==> src/rtl/reg_bus_arb.sv <==
// Two-port round-robin arbiter in front of the PWM register file bus.
// Optional lock support is compiled in with the ARB_LOCK_EN macro.
module reg_bus_arb #(
    parameter int ADDR_W       = 6,
    parameter int DATA_W       = 8,
    parameter int LOCK_TIMEOUT = 15
) (
    input  logic              clk,
    input  logic              rst,
    input  logic              req0_valid,
    input  logic              req0_we,
    input  logic [ADDR_W-1:0] req0_addr,
    input  logic [DATA_W-1:0] req0_wdata,
    input  logic              req0_lock,
    output logic              req0_ready,
    output logic              req0_rvalid,
    input  logic              req1_valid,
    input  logic              req1_we,
    input  logic [ADDR_W-1:0] req1_addr,
    input  logic [DATA_W-1:0] req1_wdata,
    input  logic              req1_lock,
    output logic              req1_ready,
    output logic              req1_rvalid,
    output logic [DATA_W-1:0] rdata,
    output logic              read,
    output logic              write,
    output logic [ADDR_W-1:0] addr,
    output logic [DATA_W-1:0] data_write,
    input  logic [DATA_W-1:0] data_read,
    output logic [1:0]        o_dbg_state
);

    // Handshake: a request transfers on the rising edge where reqN_valid and
    // reqN_ready are both high; ready is only ever high in IDLE with rst low.
    typedef enum logic [1:0] {IDLE = 2'd0, ACCESS = 2'd1, RESP = 2'd2} state_t;

    state_t            r_state;
    logic              r_last_grant;
    logic              r_cur_we;
    logic              r_cur_port;
    logic [ADDR_W-1:0] r_addr;
    logic [DATA_W-1:0] r_wdata;
    logic [DATA_W-1:0] r_rdata;
    logic              r_read;
    logic              r_write;
    logic              r_rvalid0;
    logic              r_rvalid1;

    logic              w_block0;
    logic              w_block1;
    logic              w_req0;
    logic              w_req1;
    logic              w_grant0;
    logic              w_grant1;
    logic              w_accept;
    logic              w_win_we;
    logic [ADDR_W-1:0] w_win_addr;
    logic [DATA_W-1:0] w_win_wdata;

`ifdef ARB_LOCK_EN
    logic       r_lock_act;
    logic       r_lock_owner;
    logic [3:0] r_lock_cnt;
    logic       w_win_lock;
    logic       w_owner_valid;

    // While a lock is held the non-owner is masked out of arbitration.
    assign w_block0      = r_lock_act &&  r_lock_owner;
    assign w_block1      = r_lock_act && !r_lock_owner;
    assign w_win_lock    = w_grant1 ? req1_lock : req0_lock;
    assign w_owner_valid = r_lock_owner ? req1_valid : req0_valid;
`else
    logic w_unused_lock;
    assign w_unused_lock = req0_lock | req1_lock;
    assign w_block0      = 1'b0;
    assign w_block1      = 1'b0;
`endif

    assign w_req0   = req0_valid && !w_block0;
    assign w_req1   = req1_valid && !w_block1;
    assign w_grant0 = (r_state == IDLE) && !rst && w_req0 && (!w_req1 ||  r_last_grant);
    assign w_grant1 = (r_state == IDLE) && !rst && w_req1 && (!w_req0 || !r_last_grant);
    assign w_accept = w_grant0 || w_grant1;

    assign w_win_we    = w_grant1 ? req1_we    : req0_we;
    assign w_win_addr  = w_grant1 ? req1_addr  : req0_addr;
    assign w_win_wdata = w_grant1 ? req1_wdata : req0_wdata;

    always_ff @(posedge clk) begin
        if (rst) begin
            r_state      <= IDLE;
            r_last_grant <= 1'b1;
            r_cur_we     <= 1'b0;
            r_cur_port   <= 1'b0;
            r_addr       <= '0;
            r_wdata      <= '0;
            r_rdata      <= '0;
            r_read       <= 1'b0;
            r_write      <= 1'b0;
            r_rvalid0    <= 1'b0;
            r_rvalid1    <= 1'b0;
`ifdef ARB_LOCK_EN
            r_lock_act   <= 1'b0;
            r_lock_owner <= 1'b0;
            r_lock_cnt   <= 4'd0;
`endif
        end else begin
            case (r_state)
                IDLE: begin
                    r_rvalid0 <= 1'b0;
                    r_rvalid1 <= 1'b0;
                    if (w_accept) begin
                        r_cur_we     <= w_win_we;
                        r_cur_port   <= w_grant1;
                        r_last_grant <= w_grant1;
                        r_addr       <= w_win_addr;
                        r_wdata      <= w_win_wdata;
                        r_read       <= !w_win_we;
                        r_write      <= w_win_we;
                        r_state      <= ACCESS;
                    end
                end
                ACCESS: begin
                    r_read  <= 1'b0;
                    r_write <= 1'b0;
                    if (!r_cur_we) begin
                        r_rdata   <= data_read;
                        r_rvalid0 <= !r_cur_port;
                        r_rvalid1 <= r_cur_port;
                        r_state   <= RESP;
                    end else begin
                        r_state <= IDLE;
                    end
                end
                RESP: begin
                    r_rvalid0 <= 1'b0;
                    r_rvalid1 <= 1'b0;
                    r_state   <= IDLE;
                end
                default: r_state <= IDLE;
            endcase
`ifdef ARB_LOCK_EN
            // Every accepted transaction re-decides the lock from its lock bit.
            if (w_accept) begin
                r_lock_act   <= w_win_lock;
                r_lock_owner <= w_grant1;
                r_lock_cnt   <= 4'd0;
            end else if (r_state == IDLE && r_lock_act && !w_owner_valid) begin
                if (r_lock_cnt == 4'(LOCK_TIMEOUT - 1)) begin
                    r_lock_act <= 1'b0;
                    r_lock_cnt <= 4'd0;
                end else begin
                    r_lock_cnt <= r_lock_cnt + 4'd1;
                end
            end else begin
                r_lock_cnt <= 4'd0;
            end
`endif
        end
    end

    assign req0_ready  = w_grant0;
    assign req1_ready  = w_grant1;
    assign req0_rvalid = r_rvalid0;
    assign req1_rvalid = r_rvalid1;
    assign rdata       = r_rdata;
    assign read        = r_read;
    assign write       = r_write;
    assign addr        = r_addr;
    assign data_write  = r_wdata;
    assign o_dbg_state = r_state;

endmodule
==> config.mk <==
export PLATFORM = sky130hd
export DESIGN_NAME = reg_bus_arb
export DESIGN_NICKNAME = d
export VERILOG_FILES = /design/src/rtl/reg_bus_arb.sv
export SDC_FILE = /design/constraint.sdc
export NUM_CORES = 1
export LEC_CHECK = 0
export BUFFER_PORTS_ARGS = -buffer_cell sky130_fd_sc_hd__buf_2
export CORE_UTILIZATION = 43
export CTS_CLUSTER_DIAMETER = 120
export DETAILED_ROUTE_END_ITERATION = 10
export GPL_TIMING_DRIVEN = 1
export PLACE_DENSITY = 0.78
export SLEW_MARGIN = 0
export SYNTH_ARGS = -nofsm -noshare
export SYNTH_HDL_FRONTEND = slang
export SYNTH_SLANG_ARGS = --single-unit
==> constraint.sdc <==
create_clock -name clk -period 1.5 [get_ports clk]
set_input_delay 0.075 -clock clk [delete_from_list [all_inputs] [get_ports clk]]
set_output_delay 0.075 -clock clk [all_outputs]
set_load 0.1 [all_outputs]
Word-level counts from Yosys, hierarchy flattened
Index checks and enable logic that the tools add are counted.
{"block": "totals", "regBits": 31, "latch_bits": 0, "mem_bits_rw": 0, "rom_bits": 0, "inputBits": 44, "out_inout_bits": 30, "n_memories": 0}
{"block": "classes", "n_addsub": 0, "n_mul": 0, "div_mod_pow": 0, "order_cmp": 0, "n_eq_ne": 4, "shift": 0, "muxes": 14, "bitwise_logic": 1, "n_reduce_logical": 22}
{"cell": "$mux 8", "n": 1}
{"cell": "$pmux 1 s2", "n": 4}
{"cell": "$reduce_and 2->1", "n": 4}
{"cell": "$logic_not 1->1", "n": 6}
{"cell": "$mux 6", "n": 1}
{"cell": "$logic_and 1x1->1", "n": 5}
{"cell": "$mux 1", "n": 5}
{"cell": "$mux 2", "n": 2}
{"cell": "$ne 2x2->1 const B", "n": 2}
{"cell": "$pmux 2 s2", "n": 1}
{"cell": "$reduce_bool 2->1", "n": 2}
{"cell": "$logic_or 1x1->1", "n": 3}
{"cell": "$eq 2x1->1 const B", "n": 1}
{"cell": "$eq 2x2->1 const B", "n": 1}
{"cell": "$logic_not 2->1", "n": 1}
{"cell": "$reduce_or 2->1", "n": 1}
{"cell": "$not 1->1", "n": 1}

Logic depth before layout (Yosys ltp)
{"block": "depth", "word_depth": 8, "ltp_mapped": 5}

Worst setup path before layout
OpenSTA, ideal clock, no wires.
{"block": "synth_timing", "path_kind": "reg2out", "from": "register r_state[0] (netlist: o_dbg_state[0])", "to": "output port req0_ready", "t_arrival_ns": 3.409, "setup_slack_ns": -1.984, "path_stages_with_launch": 4, "n_path_buf": 1, "cell_sequence": "dfxtp_1 > buf_2 > or3_1 > nor3_1"}
{"block": "synth_via", "elab_chain_len": 4}
{"item": "from (decl)", "line": "37", "source": "state_t r_state;"}
{"item": "from (signal assigned)", "line": "91", "source": "r_state <= IDLE;"}
{"item": "from (signal assigned)", "line": "120", "source": "r_state <= ACCESS;"}
{"item": "from (signal assigned)", "line": "130", "source": "r_state <= RESP;"}
{"item": "$logic_not 2->1", "line": "81", "source": "assign w_grant0 = (r_state == IDLE) && !rst && w_req0 && (!w_req1 || r_last_grant);"}
{"item": "$logic_and 1x1->1 (3 in a row)", "line": "81"}
{"item": "to (decl)", "line": "15", "source": "output logic req0_ready,"}
Every way passes these cells.

Worst setup path in the final report
{"block": "layout_timing", "from": "register r_state[1] (netlist: o_dbg_state[1])", "to": "output port req0_ready"}
Same word-level chain as after synthesis.

==> impl_metrics.py <==
metrics = {
    "run_status": {
        "status": "finished, violations left",
        "violations": "design-rule violations, negative setup slack",
    },
    "final_layout": {
        "drive_gt1_frac": 0.4256,
        "layout.nets": 285,
        "syn2layout_area_growth_pct": 53.31,
        "diodes": 0,
    },
    "grt": {
        "grt_pass1_vias": 1504,
        "antenna_found_initial": 0,
        "grt_pass1_wl_um": 6354,
        "gr-usage-met2": 0.4351,
        "gr-usage-met3": 0.05580,
        "grt.busiest_layer": "met2",
        "grt_max_degree": 18,
        "grtUsageMet1": 0.2900,
        "grt-ovfl-total": 0,
        "track_usage": 0.2532,
    },
    "routing": {
        "wl_per_cell_um": 15.11,
        "drt_iter0_markers": 51,
        "wl_um": 4126,
        "ant_nets": 0,
        "drt_pass1_iterations": 7,
        "vias_per_cell": 5.608,
        "route.detailed.drc": 7,
        "dr_total_vias": 1531,
    },
    "pwr": {
        "ir_drop_mv": 1.129,
        "p_leak_nw": 0.9453,
        "power_density_nw_per_um2": 1256,
    },
    "floorplan": {
        "start_util": 0.4706,
        "die_x_um": 57.88,
        "dieArea_sq_um": 3350,
        "rows": 19,
        "core_area_sq_um": 2853,
        "die_h_um": 57.88,
        "io_pins": 74,
    },
    "clocking": {
        "clkTransAtPathRegs_ps": 100,
        "cts_resized": 0,
        "cts_sinks": 31,
        "clockRootBuffer": "clkbuf_4",
        "cts_buffer_depth": 2,
        "clkLatencyLatePin_ps": 330,
        "numCtsBuffers": 5,
        "cts-htree-levels": 2,
        "cts_tree": "built",
    },
    "job": {
        "cap_violations": 0,
    },
    "timing": {
        "finalMaxSlewViolations": 0,
        "rsz0062_at_grt": "true",
        "hold_viol": 0,
        "max_freq_mhz": 653.2,
        "finalCritPeriodShare": 1.021,
        "slew_headroom": 0.6713,
        "finalSetupViolCount": 1,
        "hold_slack_ps": 11.28,
        "layout_min_cycle_time_ps": 1531,
        "fin_worst_skew_ps": 13.69,
        "setup_ws_ps": -30.92,
        "worst_pin_slew_ps": 496.5,
    },
    "setup_path": {
        "worstPathCellList": "or3_4 -> nor3_4 -> buf_12",
        "cp_max_fo": 3,
        "worst_ep_arrival_time_ps": 1460,
        "slowest_stage": "or3_4",
        "critPathLaunchType": "flip-flop",
        "path_class": "flip-flop to output pin",
        "cp.buffers_inverters": 1,
        "cp_slowest_stage_delay_ps": 420,
        "critical_path.top_delay_family": "simple AND/OR/NAND/NOR gates",
        "endpoint_kind": "output pin",
        "crit_required_ps": 1420,
    },
    "yosys": {
        "synth_fp_nets": 193,
        "netlist_area_sq_um": 1343,
        "yosys_warnings": 0,
        "synth_seq_area_share": 0.4623,
        "syn_area_per_cell_sq_um": 9.010,
        "synth_cells": 149,
        "synth.distinct_cells": 34,
        "ys_seq_elements": 31,
    },
    "place": {
        "finalWeightedCongestion": 0.8251,
        "dp.final_hpwl_um": 2836,
        "io_buffers": 71,
        "place_worst_setup_slack_ps": 227.3,
    },
    "min_path": {
        "min_path_type": "input pin to flip-flop",
    },
}
## area by class of cell
type	count	area, sq um
Sequential cell	31	629.4
Clock inverter	1	5.005
Timing Repair Buffer	97	618.1
Clock buffer	7	76.32
Inverter	2	7.507
Tap cell	31	38.79
Multi-Input combinational cell	104	683.2
Fill cell	221	794.5
## tightest hold or removal path, cell delays in order
cell and delay (ps):
buf_2 90, nand2_1 40, a311oi_1 80
## per-layer routing
metal  wire, um  share of wire
met1       1639           0.40
met2       2116           0.51
met3        273          0.066
met4         97          0.024
met5          0              0
## cell usage in the layout, fill, tap and decap left out, types with 2 or more instances in the layout
master and instances:
a21oi_1 15, a2bb2oi_1 2, a311oi_1 13, and2_1 2, buf_12 2, buf_2 69
buf_4 11, clkbuf_4 5, dfxtp_1 28, dfxtp_4 2, dlygate4sd3_1 15, inv_1 2
mux2i_1 9, nand2_1 19, nor2_1 9, nor2b_1 2, o21ai_0 13
## metrics by stage
stage / TNS (ps) / instance area [sq um] / std cells / power (mW) / util
after global routing: -103.1 / 2058 / 273 / 2.681 / 0.7215
after CTS: -68.65 / 2058 / 273 / 2.593 / 0.7215
final: -30.92 / 2058 / 273 / 2.585 / 0.7215
after detailed placement: 0 / 1812 / 248 / 1.943 / 0.6351
after global placement: 0 / 1812 / 248 / 1.919 / 0.6351
after floorplan: -521.4 / 1386 / 149 / 1.734 / -
## registers in the layout (all words and copies together), names as in the netlist
signal and flops:
o_dbg_state 2, rdata 8, req0_rvalid 1, read 1, data_write 8, req1_rvalid 1, addr 6, r_cur_port 1
r_cur_we 1, write 1, r_last_grant 1
## cell usage after synthesis
| cell | number | area share |
|---|---|---|
| a211oi_1 | 1 | 0.0056 |
| a21bo_2 | 1 | 0.0075 |
| a21boi_2 | 1 | 0.0084 |
| a21oi_1 | 15 | 0.056 |
| a221o_1 | 1 | 0.0075 |
| a2bb2oi_1 | 2 | 0.013 |
| a311oi_1 | 13 | 0.085 |
| a31o_2 | 1 | 0.0065 |
| a32o_1 | 1 | 0.0075 |
| and2_1 | 2 | 0.0093 |
| buf_1 | 1 | 0.0028 |
| buf_2 | 6 | 0.022 |
| buf_4 | 2 | 0.011 |
| clkbuf_1 | 3 | 0.0084 |
| dfxtp_1 | 31 | 0.46 |
| inv_1 | 2 | 0.0056 |
| mux2_2 | 1 | 0.0084 |
| mux2i_1 | 9 | 0.067 |
| nand2_1 | 19 | 0.053 |
| nand2b_1 | 1 | 0.0047 |
| nor2_1 | 10 | 0.028 |
| nor2_2 | 1 | 0.0047 |
| nor2b_1 | 2 | 0.0093 |
| nor3_1 | 1 | 0.0037 |
| nor3_2 | 1 | 0.0075 |
| nor3b_1 | 1 | 0.0056 |
| o211ai_1 | 1 | 0.0056 |
| o21ai_0 | 13 | 0.048 |
| o21bai_1 | 1 | 0.0056 |
| o221ai_1 | 1 | 0.0065 |
| o32ai_1 | 1 | 0.0065 |
| or2_1 | 1 | 0.0047 |
| or3_1 | 1 | 0.0047 |
| or4b_1 | 1 | 0.0075 |
## logic make-up (layout without fill, tap and decap cells)
family,count (synthesis),in the layout,share of synthesized area
muxes,10,10,0.07549
AOI/OAI and AO/OA,53,53,0.2693
DFF,31,31,0.4623
and+or+nand+nor,41,41,0.1426
buffers and inverters,14,107,0.05032
## final timing paths
path	slack, ps	from	depth (start not counted)	to
hold / removal	10	req1_addr[1]	3	addr[1]
setup reg to reg	100	o_dbg_state[0]	5	rdata[1]
setup / recovery	-30	o_dbg_state[1]	3	req0_ready
hold reg to reg	510	req1_rvalid	2	req1_rvalid
## timing repair
item,in CTS,in global routing
hold buffers,15,0
setup endpoints to repair,2,2
pin swaps,1,1
endpoints found under the hold margin,15,0
buffers inserted,2,0
## where the power goes
part	internal [mW]	leakage [nW]	switching, mW
clock	0.327	0.0464	0.290
sequential	0.902	0.258	0.0469
combinational	0.257	0.641	0.762
No activity file was read; power rests on OpenSTA's default activity.
